===== src/rtl/keycode_tx.sv =====
// keycode_tx: transmit-side companion to the keypad lock.
// Latches a packed decimal code, strobes it digit-by-digit onto the lock's
// key interface with a programmable inter-digit gap, then watches `locked`
// for confirmation. On no unlock it pulses lock_clear and retries a bounded
// number of times before reporting failure. Codes containing a digit above 9
// are rejected up front with a one-cycle err pulse.
module keycode_tx #(
    parameter int CODE_LEN     = 6,  // digits per code, 1..8
    parameter int GAP_CYCLES   = 2,  // idle cycles between strobes, 0 = back-to-back
    parameter int CHECK_CYCLES = 4,  // cycles allowed for `locked` to fall, >= 1
    parameter int MAX_RETRY    = 2   // extra attempts after the first
) (
    input  logic                  clk,
    input  logic                  reset,
    input  logic                  start,
    input  logic [4*CODE_LEN-1:0] code,
    input  logic                  locked,
    output logic [3:0]            key,
    output logic                  key_valid,
    output logic                  lock_clear,
    output logic                  busy,
    output logic                  done,
    output logic                  fail,
    output logic                  err
);

    // Counter widths; each is at least one bit so degenerate parameter
    // values still give legal vectors.
    localparam int IW = (CODE_LEN > 1)     ? $clog2(CODE_LEN)      : 1;
    localparam int GW = (GAP_CYCLES > 1)   ? $clog2(GAP_CYCLES)    : 1;
    localparam int CW = (CHECK_CYCLES > 1) ? $clog2(CHECK_CYCLES)  : 1;
    localparam int AW = (MAX_RETRY > 0)    ? $clog2(MAX_RETRY + 1) : 1;

    // Terminal counts. The gap terminal is clamped to 0 when there is no gap,
    // because GAP is never entered in that configuration.
    localparam logic [IW-1:0] IDX_LAST = IW'(CODE_LEN - 1);
    localparam logic [GW-1:0] GAP_LAST = GW'((GAP_CYCLES > 0) ? GAP_CYCLES - 1 : 0);
    localparam logic [CW-1:0] CHK_LAST = CW'(CHECK_CYCLES - 1);
    localparam logic [AW-1:0] ATT_MAX  = AW'(MAX_RETRY);

    typedef enum logic [2:0] {
        S_IDLE,
        S_SEND,
        S_GAP,
        S_CHECK,
        S_CLEAR,
        S_DONE,
        S_FAIL,
        S_ERR
    } state_t;

    state_t                state_q, state_d;
    logic [IW-1:0]         idx_q,   idx_d;    // digit being sent
    logic [GW-1:0]         gap_q,   gap_d;    // cycles spent in GAP
    logic [CW-1:0]         chk_q,   chk_d;    // `locked` = 1 samples seen in CHECK
    logic [AW-1:0]         att_q,   att_d;    // retries already issued
    logic [4*CODE_LEN-1:0] code_q,  code_d;   // code captured on accepted start

    logic [3:0] cur_digit;
    logic       code_bad;

    // Select the latched digit addressed by idx_q.
    always_comb begin
        // NOTE: every combinational output gets a default before any branch;
        // a path that leaves it unassigned would infer a latch.
        cur_digit = 4'd0;
        for (int i = 0; i < CODE_LEN; i++) begin
            if (idx_q == IW'(i)) begin
                cur_digit = code_q[4*i +: 4];
            end
        end
    end

    // Flag an incoming code that holds any non-decimal digit.
    always_comb begin
        code_bad = 1'b0;
        for (int i = 0; i < CODE_LEN; i++) begin
            if (code[4*i +: 4] > 4'd9) begin
                code_bad = 1'b1;
            end
        end
    end

    // Next-state and counter updates.
    always_comb begin
        state_d = state_q;
        idx_d   = idx_q;
        gap_d   = gap_q;
        chk_d   = chk_q;
        att_d   = att_q;
        code_d  = code_q;

        unique case (state_q)
            S_IDLE: begin
                // start is only honoured here; elsewhere it is ignored and
                // the captured code stays untouched for the whole operation.
                if (start) begin
                    if (code_bad) begin
                        state_d = S_ERR;
                    end else begin
                        code_d  = code;
                        idx_d   = '0;
                        att_d   = '0;
                        state_d = S_SEND;
                    end
                end
            end

            S_SEND: begin
                if (idx_q == IDX_LAST) begin
                    chk_d   = '0;
                    state_d = S_CHECK;
                end else if (GAP_CYCLES > 0) begin
                    gap_d   = '0;
                    state_d = S_GAP;
                end else begin
                    idx_d   = idx_q + 1'b1;
                end
            end

            S_GAP: begin
                if (gap_q == GAP_LAST) begin
                    idx_d   = idx_q + 1'b1;
                    state_d = S_SEND;
                end else begin
                    gap_d   = gap_q + 1'b1;
                end
            end

            S_CHECK: begin
                // A single low sample of `locked` confirms the unlock.
                if (!locked) begin
                    state_d = S_DONE;
                end else if (chk_q == CHK_LAST) begin
                    state_d = (att_q < ATT_MAX) ? S_CLEAR : S_FAIL;
                end else begin
                    chk_d   = chk_q + 1'b1;
                end
            end

            S_CLEAR: begin
                att_d   = att_q + 1'b1;
                idx_d   = '0;
                state_d = S_SEND;
            end

            S_DONE,
            S_FAIL,
            S_ERR: begin
                state_d = S_IDLE;
            end

            default: begin
                state_d = S_IDLE;
            end
        endcase
    end

    // Moore outputs decoded from the current state, so an asynchronous reset
    // forces every output to 0 at once.
    always_comb begin
        key        = 4'd0;
        key_valid  = 1'b0;
        lock_clear = 1'b0;
        busy       = (state_q != S_IDLE);
        done       = 1'b0;
        fail       = 1'b0;
        err        = 1'b0;

        unique case (state_q)
            S_SEND: begin
                key       = cur_digit;
                key_valid = 1'b1;
            end
            S_CLEAR: lock_clear = 1'b1;
            S_DONE:  done       = 1'b1;
            S_FAIL:  fail       = 1'b1;
            S_ERR:   err        = 1'b1;
            default: ;
        endcase
    end

    // State and counter registers with asynchronous active-high reset.
    // NOTE: reset sits in the sensitivity list so it takes effect without a
    // clock edge, aborting any operation mid-flight.
    always_ff @(posedge clk or posedge reset) begin
        if (reset) begin
            state_q <= S_IDLE;
            idx_q   <= '0;
            gap_q   <= '0;
            chk_q   <= '0;
            att_q   <= '0;
            code_q  <= '0;
        end else begin
            // NOTE: non-blocking assignments so every register samples the
            // pre-edge value of the others.
            state_q <= state_d;
            idx_q   <= idx_d;
            gap_q   <= gap_d;
            chk_q   <= chk_d;
            att_q   <= att_d;
            code_q  <= code_d;
        end
    end

endmodule


===== config.mk =====
export PLATFORM = sky130hd
export DESIGN_NAME = keycode_tx
export DESIGN_NICKNAME = d
export VERILOG_FILES = /design/src/rtl/keycode_tx.sv
export SDC_FILE = /design/constraint.sdc
export NUM_CORES = 1
export LEC_CHECK = 0
export BUFFER_PORTS_ARGS = -buffer_cell sky130_fd_sc_hd__buf_2
export CORE_UTILIZATION = 50
export CTS_CLUSTER_SIZE = 24
export DETAILED_ROUTE_END_ITERATION = 16
export PLACE_DENSITY = 0.73
export RECOVER_POWER = 100
export SLEW_MARGIN = 25
export SYNTH_ARGS = -nofsm -noshare
export SYNTH_HDL_FRONTEND = slang
export SYNTH_SLANG_ARGS = --single-unit

===== constraint.sdc =====
create_clock -name clk -period 4.66 [get_ports clk]
set_input_delay 0.466 -clock clk [delete_from_list [all_inputs] [get_ports clk]]
set_output_delay 0.466 -clock clk [all_outputs]
set_load 0.03 [all_outputs]

## Yosys cells after proc, flatten, opt, wreduce, memory -nomap -nowiden

Cells that the tools add are included.

- Add/subtract/negate cells: 4
- $mul: 0
- Div/mod/pow operators: 0
- $lt $le $gt $ge: 7
- Eq/ne operators: 21
- Shift-type cells: 0
- Muxes and demuxes: 40
- Bitwise operators: 1
- Reductions and logical operators: 14

Operators by type and width:

| cell | count |
|---|---|
| $mux W4 | 7 |
| $gt A4 B4 Y1 const B | 6 |
| $mux W3 | 8 |
| $eq A3 B3 Y1 const B | 6 |
| $pmux W3 S6 | 1 |
| $mux W1 | 14 |
| $ne A2 B2 Y1 const B | 7 |
| $eq A3 B2 Y1 const B | 4 |
| $mux W2 | 6 |
| $pmux W3 S3 | 1 |
| $reduce_and A3 Y1 | 3 |
| $pmux W2 S2 | 2 |
| $reduce_and A4 Y1 | 2 |
| $eq A3 B1 Y1 const B | 2 |
| $logic_not A3 Y1 | 2 |
| $reduce_bool A2 Y1 | 3 |
| $reduce_bool A3 Y1 | 2 |
| $add A2 B1 Y2 const B | 2 |
| $add A3 B1 Y3 const B | 1 |
| $ne A3 B3 Y1 const B | 1 |
| $reduce_or A3 Y1 | 1 |
| $eq A2 B2 Y1 const B | 1 |
| $lt A2 B2 Y1 const B | 1 |
| $pmux W1 S2 | 1 |
| other kinds (3) | 3 |

- Register bits after elaboration: 35
- Bits in latches: 0
- Memory bits (writable): 0
- Memory bits (read-only): 0
- Input bits: 28
- Output and inout bits: 10
- Word-level logic and storage cells: 93
- Memories: 0

## Longest topological paths before layout

Gate-level depths: netlist (run 1).

- Word-level depth: 10
- Mapped depth: 8
- Mapped depth without buffers: 7

## Least setup slack after synthesis (run 1)

OpenSTA, ideal clock, no wires.

- Path kind: register to output
- Start point: register idx_q[1]
- End point: output port key[1]
- Arrival time: 2.093 ns
- Data required time: 4.194 ns
- Path slack: 2.101 ns
- Stages on the path, launching flop included: 9
- Path buffers: 1
- Cell sequence: dfrtp_1 > inv_1 > ha_1 > clkbuf_1 > and2_1 > a31oi_1 > o21ai_0 > a22oi_1 > a221oi_1

- Cells in the longest elaborated chain, start to end: 8
- Elaborated cells between the ends (all ways): 13
- Those cells by class: eq/ne: 5; mux: 7; reduce/logical: 1

RTL lines:

| what | line | text |
|---|---|---|
| start: declaration | 53 | `logic [IW-1:0] idx_q, idx_d;` |
| start signal: assignment | 198 | `idx_q <= idx_d;` |
| $logic_not A3 Y1 | 68 | `if (idx_q == IW'(i)) begin` |
| $mux W4 (5 in a row) | 68 |  |
| $mux W4 (*) | 68 |  |
| $mux W4 (*) | 170 | `unique case (state_q)` |
| end: declaration | 18 | `output logic [3:0] key,` |

Every way passes the cells marked *; elsewhere a longest branch is shown, timed or not.

## Worst setup path after layout (run 1)

- Start point: register state_q[1]
- End point: register code_q[12]

- Cells in the longest elaborated chain, start to end: 2

RTL lines:

| what | line | text |
|---|---|---|
| start: declaration | 52 | `state_t state_q, state_d;` |
| start signal: assignment | 197 | `state_q <= state_d;` |
| $logic_not A3 Y1 | 93 | `unique case (state_q)` |
| $reduce_and A3 Y1 (no line) | - |  |
| end signal: assignment | 202 | `code_q <= code_d;` |
| end: declaration | 57 | `logic [4*CODE_LEN-1:0] code_q, code_d;` |

Every way passes these cells.
A chain may end at the register's enable or synchronous reset.

==> results.md, run 1 <==
- Outcome: finished with violations
- Failing checks: capacitance limit, slew limit
- Yosys warns: 0
- FILL cells: 351
- Critical path's slowest cell: clkbuf_1
- NetSw: 0.545 mW
- Ys async rst share: 100%
- Skew final: 0.00276 ns
- P_leak: 1.05 nW
- Switching share of power: 38.5%
- Slew margin rel.: -22.6%
- Min Hold Slack: 0.404 ns
- Worst path arrival time: 3.42 ns
- # port buffers: 37
- CTS Hold Bufs: 0
- Mapped Area: 1940 um2
- Worst-path maximum fanout: 21
- Postcts setup bufs: 0
- Req. time, crit path: 4.83 ns
- Routability cong.: 0.833
- CTS Buf Count: 5
- Total negative slack: 0 ns
- Gr ovfl total: 0
- IO Pins: 38
- Cells along the critical path: nor3_1 -> nand2_1 -> nor3_1 -> clkbuf_1 -> mux2_2
- Critical Path Source: state_q[1]$_DFFE_PP0P_
- Mapped Nets: 220
- Layout net count: 256
- Hold path start: code[19]
- Final worst-path cycle share: 69.7%
- Type of the worst setup path: reg -> reg
- Number of global-route vias before repair: 1379
- Layout cells sized above 1: 29.1%
- Die Y: 64.2 um
- Most frequent cell after synthesis: dfrtp_1
- Post-synth EDFFs: 0
- Wirelength per Cell: 14.7 um
- RSZ-0062 raised after global routing: false
- Buf+Inv Stages, Crit Path: 1
- Via density: 5.49
- Global-route wire length before repair: 6740 um
- Peak supply drop: 269 uV
- Logic gate share of total power: 39.5%
- Most frequent cells after synthesis: dfrtp_1, mux2_2, nand2_1
- Clock sink total: 35
- Die Area: 4130 um2
- Worst path max stage delay: 0.77 ns
- Core area: 3690 um2
- Fin. Hold Viols: 0
- # diodes: 0
- Initial Utilization: 52.5%
- Min Tclk post-route: 3.25 ns
- Antenna-violating nets left: 0
- CTS tree: done
- FF-to-FF Start: state_q[1]$_DFFE_PP0P_
- # DRC: 0
- CP dominant cell by count: nor3_1
- Tightest Hold Check Type: in -> reg
- Post-DP HPWL: 2900 um
- Ys flop type: dfrtp_1
- CP Launch Type: register
- Syn Area/Cell: 10.4 um2
- Distinct cell type count after synthesis: 37
- Max_cap viols: 1
- H-tree Lvls: 2
- Rows: 22
- CP Capture Type: register
- Total GRT Usage: 21.7%
- Sequential area share after synthesis: 45.2%
- Largest net degree at the start of global routing: 36
- R2R Setup Slk: 1.41 ns
- Power Internal: 0.870 mW
- CTS resizes: 0
- Fmax: 0.308 GHz
- Slew @ Worst Pin: 1.84 ns
- Area contributors post-synth: dfrtp_1, mux2_2, o21ai_0
- Part of the power in registers: 40.5%
- Synthesized flop and latch total: 35
- 1st-iter DRT viols: 121
- Die width: 64.2 um
- Clock Pin Slew Worst Setup and Hold Paths: 0.07 ns
- Post-synth top area share: 45.2%
- WL final: 3980 um
- Cell family with most CP delay: simple AND/OR/NAND/NOR gates
- Initial antenna violation count: 0
- Clock power frac: 20.1%
- Worst-skew pair later-pin latency: 0.29 ns
- Root Driver: clkbuf_8
- Fin. max-slew vios: 36
- Total number of vias: 1487
- Router iterations before antenna repair: 4
- Layout area overhead: 14.3%
- Final setup viols: 0
- Clock tree buffer depth: 2
- PwrDens: 639 nW/um2
- Biggest area consumer among synthesized cells: dfrtp_1
- Post-Syn Instances: 186
[stage by stage]
step                power [mW]  cells  area (um2)  util (%)  setup slack [ns]
finish                    1.41    271        2210      60.0              1.41
global route              1.53    271        2210      60.0              1.23
CTS                       1.44    270        2250      61.1              1.87
detailed placement        1.16    262        2130      57.9              2.08
global placement          1.14    262        2130      57.9              2.08
floorplan                 1.01    186        1940         -              2.10
[cell families (layout without fill, tap and decap cells)]
| family | after synthesis | after routing | synth area share, % |
|---|---|---|---|
| buffers and inverters | 18 | 55 | 4.39 |
| DFF | 35 | 35 | 45.2 |
| muxes | 29 | 29 | 16.8 |
| AOI/OAI and AO/OA | 46 | 46 | 15.7 |
| and+or+nand+nor | 52 | 52 | 14.0 |
| adders and majority gates | 6 | 6 | 3.88 |
[worst paths after layout]
check / endpoint / depth (start not counted)
max reg2reg: code_q[12]$_DFFE_PP0P_ / 5
max: code_q[12]$_DFFE_PP0P_ / 5
min in group asynchronous: att_q[1]$_DFFE_PP0P_ / 3
min: code_q[19]$_DFFE_PP0P_ / 2
min reg2reg: code_q[13]$_DFFE_PP0P_ / 1
max in group asynchronous: idx_q[2]$_DFFE_PP0P_ / 3
[power groups by stage]
| stage | Combinational [mW] | Clock [mW] | Sequential [mW] |
|---|---|---|---|
| after floorplan | 0.507 | 0 | 0.505 |
| after global placement | 0.559 | 0 | 0.579 |
| after detailed placement | 0.573 | 0 | 0.583 |
| after CTS | 0.574 | 0.288 | 0.578 |
| after global routing | 0.627 | 0.305 | 0.597 |
| final | 0.558 | 0.284 | 0.573 |
[flip-flops by register name (all words and copies together), names as in the netlist]
register and flops:
idx_q 3, gap_q 1, chk_q 2, state_q 3, att_q 2, code_q 24
[area by class of cell]
| type | instances | area (um2) | share of cell area (%) |
|---|---|---|---|
| Multi-Input combinational cell | 133 | 950 | 42.9 |
| Sequential cell | 35 | 876 | 39.5 |
| Timing Repair Buffer | 39 | 181 | 8.19 |
| Clock buffer | 6 | 82.6 | 3.73 |
| Tap cell | 48 | 60.1 | 2.71 |
| Clock inverter | 2 | 35.0 | 1.58 |
| Inverter | 8 | 30.0 | 1.36 |
[layout by cell type, fill, tap and decap left out]
cell type,synthesis,layout
nor2_2,1,1
a21boi_0,1,1
and3_1,1,1
o22a_1,1,1
inv_2,1,1
a21oi_1,4,4
nor2b_1,1,1
mux2i_1,1,1
clkbuf_8,0,6
and4bb_1,1,1
nor2_1,15,15
o21ai_0,17,18
clkbuf_1,5,11
and4b_1,1,1
nand2b_1,3,3
a22oi_1,4,4
a22o_1,4,4
inv_1,7,7
mux2_2,27,26
nand2_1,18,18
buf_2,2,28
mux2_1,1,2
and2_1,5,4
o22ai_1,1,1
o211ai_1,1,1
a221oi_1,4,4
nor3b_1,1,1
a31oi_1,5,5
a31o_2,1,1
nor3_1,2,4
bufinv_16,0,1
ha_1,6,6
a311o_1,2,2
and2_0,0,1
clkinv_2,0,1
dfrtp_1,35,35
nand4_1,1,1
[per-layer routing]
metal  part of all wire (%)  GRT usage, %  vias to the layer above
met4                    1.6          9.17                        0
met5                      0             0                        -
met3                    3.4          4.82                        9
li1                       -             -                      737
met1                     52          32.8                      712
met2                     43          29.5                       29
Note: power is estimated with default switching activity, not from simulation.
==> inputs of run 2 (changes only) <==
CORE_UTILIZATION = 49   (was 50)
PLACE_DENSITY = 0.75   (was 0.73)
clock period = 2.9 ns   (was 4.66 ns; I/O delays follow)
==> results.md, run 2 (synthesis gave the netlist of run 1 again) <==
- Outcome: finished with violations
- Failing checks: capacitance limit, slew limit
- Slew @ Worst Pin: 1.88 ns (+0.0393 ns)
- H-tree Lvls: 2 (unchanged)
- Fin. max-slew vios: 36 (unchanged)
- Router iterations before antenna repair: 4 (unchanged)
- Slew margin rel.: -25.2% (-2.6 points)
- # diodes: 0 (unchanged)
- Total number of vias: 1502 (+1.0%)
- Hold endpoint: code_q[4]$_DFFE_PP0P_
- Most common cell after layout, fill and taps aside: dfrtp_1
- Met3 Use GR: 4.23% (-0.60 points)
- Worst reg2reg path endpoint: code_q[3]$_DFFE_PP0P_
- Postcts setup bufs: 0 (unchanged)
- Routability cong.: 0.834 (+0.14%)
- Req. time, crit path: 2.61 ns (-2.22 ns)
- Clock Pin Slew Worst Setup and Hold Paths: 0.06 ns (about the same)
- Final worst-path cycle share: 89.3%
- CP Capture Type: output port
- Cells along the critical path: inv_1 -> ha_1 -> and2_1 -> a31oi_1 -> o21ai_0 -> a22oi_1 -> a221oi_1 -> clkbuf_1
- 1st-iter DRT viols: 120 (-0.83%)
- CTS resizes: 0 (unchanged)
- Die Area: 4210 um2 (+2.0%)
- P_leak: 1.03 nW (-2.2%)
- Top flop regs: code_q: 24 flops, idx_q: 3 flops, state_q: 3 flops
- Worst path max stage delay: 0.41 ns (-0.36 ns)
- Layout cells sized above 1: 27.8% (-1.3 points)
- Type of the worst setup path: reg -> out
- Rows: 22 (unchanged)
- Largest register by flop count: code_q
- Final setup viols: 0 (unchanged)
- Number of global-route vias before repair: 1356 (-1.7%)
- Final instance area: 2180 um2 (-1.6%)
- GR Util met2: 28.8% (-0.70 points)
- Final setup margin: 0.309 ns (-1.10 ns)
- Tightest Hold Check Type: in -> reg
- Wirelength per Cell: 14.2 um (-3.2%)
- Clock tree buffer depth: 2 (unchanged)
- Gr ovfl total: 0 (unchanged)
- Die Y: 64.9 um (+0.98%)
- Total GRT Usage: 20.2% (-1.5 points)
- Place WS: 0.725 ns (-1.36 ns)
- Antenna-violating nets left: 0 (unchanged)
- Worst-path maximum fanout: 10 (-52%)
- CTS Buf Count: 5 (unchanged)
- Max_cap viols: 1 (unchanged)
- Tot Pwr: 2.12 mW (+50%)
- Via density: 5.54 (+1.0%)
- R2R Setup Slk: 0.54 ns (-0.87 ns)
- PwrDens: 974 nW/um2 (+53%)
- Layout net count: 258 (+0.78%)
- # port buffers: 37 (unchanged)
- Post-DP HPWL: 2850 um (-2.0%)
- Most used routing layer in global routing: met1
- Largest net degree at the start of global routing: 36 (unchanged)
- Worst-skew pair later-pin latency: 0.28 ns (about the same)
- Worst path arrival time: 2.30 ns (-1.12 ns)
- RSZ-0062 raised after global routing: false
- CTS Hold Bufs: 0 (unchanged)
- Skew final: 0.00643 ns (+0.00367 ns)
- Met1 usage: 28.8% (-4.0 points)
- Placement Cell Area: 2160 um2 (+1.1%)
- Core area: 3720 um2 (+0.75%)
- Initial Utilization: 52.1% (-0.39 points)
- Hold depth: 2 (unchanged)
- Min Tclk post-route: 2.59 ns
- Layout area overhead: 12.5%
- Critical path depth: 8 (+3)
- Total negative slack: 0 ns (unchanged)
- Reg2Reg Depth: 5 (unchanged)
- CP Launch Type: register
- Initial antenna violation count: 0 (unchanged)
- IO Pins: 38 (unchanged)
- Cell family with most CP delay: compound AO/OA/AOI/OAI gates
- FF-to-FF Start: state_q[2]$_DFFE_PP0P_
- Hold path start: code[4]
- WL final: 3850 um (-3.2%)
- Die width: 64.9 um (+0.98%)
- Fmax: 0.386 GHz
- Critical path's slowest cell: dfrtp_1
- Most frequent cells in the layout: dfrtp_1, buf_2, mux2_2
- Peak supply drop: 525 uV (+95%)
- Fin. Hold Viols: 0 (unchanged)
- CTS tree: done
- Root Driver: clkbuf_8
- Buf+Inv Stages, Crit Path: 2 (+1)
- # DRC: 0 (unchanged)
- Global-route wire length before repair: 6330 um (-6.0%)
- Clock sink total: 35 (unchanged)
- Max reg flops: 24 (unchanged)
==> run 2: cell count changes in the layout (fill, tap and decap cells not counted), sizes merged <==
cell / previous run / this run
bufinv: 1 / 0
clkinv: 1 / 0
clkbuf: 17 / 19
==> run 2: worst reg2reg max path, cell delays in order, from the launching register on <==
cell and delay (ns):
dfrtp_1 0.57, nor3_1 0.35, nand2_1 0.09, nor3_1 0.21, clkbuf_1 0.61, mux2_2 0.41
==> run 2: worst max path at each step <==
| stage | slack (ns) | start | endpoint |
|---|---|---|---|
| finish | 0.31 | idx_q[1]$_DFFE_PP0P_ | key[1] |
| global route | 0.11 | idx_q[1]$_DFFE_PP0P_ | key[1] |
| CTS | 0.42 | idx_q[1]$_DFFE_PP0P_ | key[2] |
| detailed placement | 0.72 | idx_q[1]$_DFFE_PP0P_ | key[2] |
| global placement | 0.80 | idx_q[1]$_DFFE_PP0P_ | key[2] |
| floorplan | 0.52 | idx_q[1]$_DFFE_PP0P_ | key[1] |
==> run 2: final cells by class <==
class | instances | area [um2]
clock buffer | 6 | 72.6
inverter | 8 | 30.0
tap | 48 | 60.1
sequential | 35 | 876
fill | 354 | 1540
timing repair buffer | 41 | 191
multi-input combinational | 133 | 950
==> run 2: per-stage QoR <==
step	instances	hold WS [ns]	util (%)
floorplan	186	0.425	-
finish	271	0.237	58.7
global route	271	0.232	58.7
CTS	271	0.110	60.0
global placement	265	0.408	58.0
detailed placement	265	0.417	58.0
==> run 2: power by group <==
| part | total [mW] | switching [mW] | internal, mW |
|---|---|---|---|
| clock | 0.315 | 0.155 | 0.160 |
| sequential | 0.891 | 0.185 | 0.706 |
| combinational | 0.917 | 0.495 | 0.423 |
==> run 2: metal layers <==
layer,vias up,wire length (um)
li1,743,-
met1,715,1900
met2,36,1710
met3,8,165
met4,0,75
met5,-,0
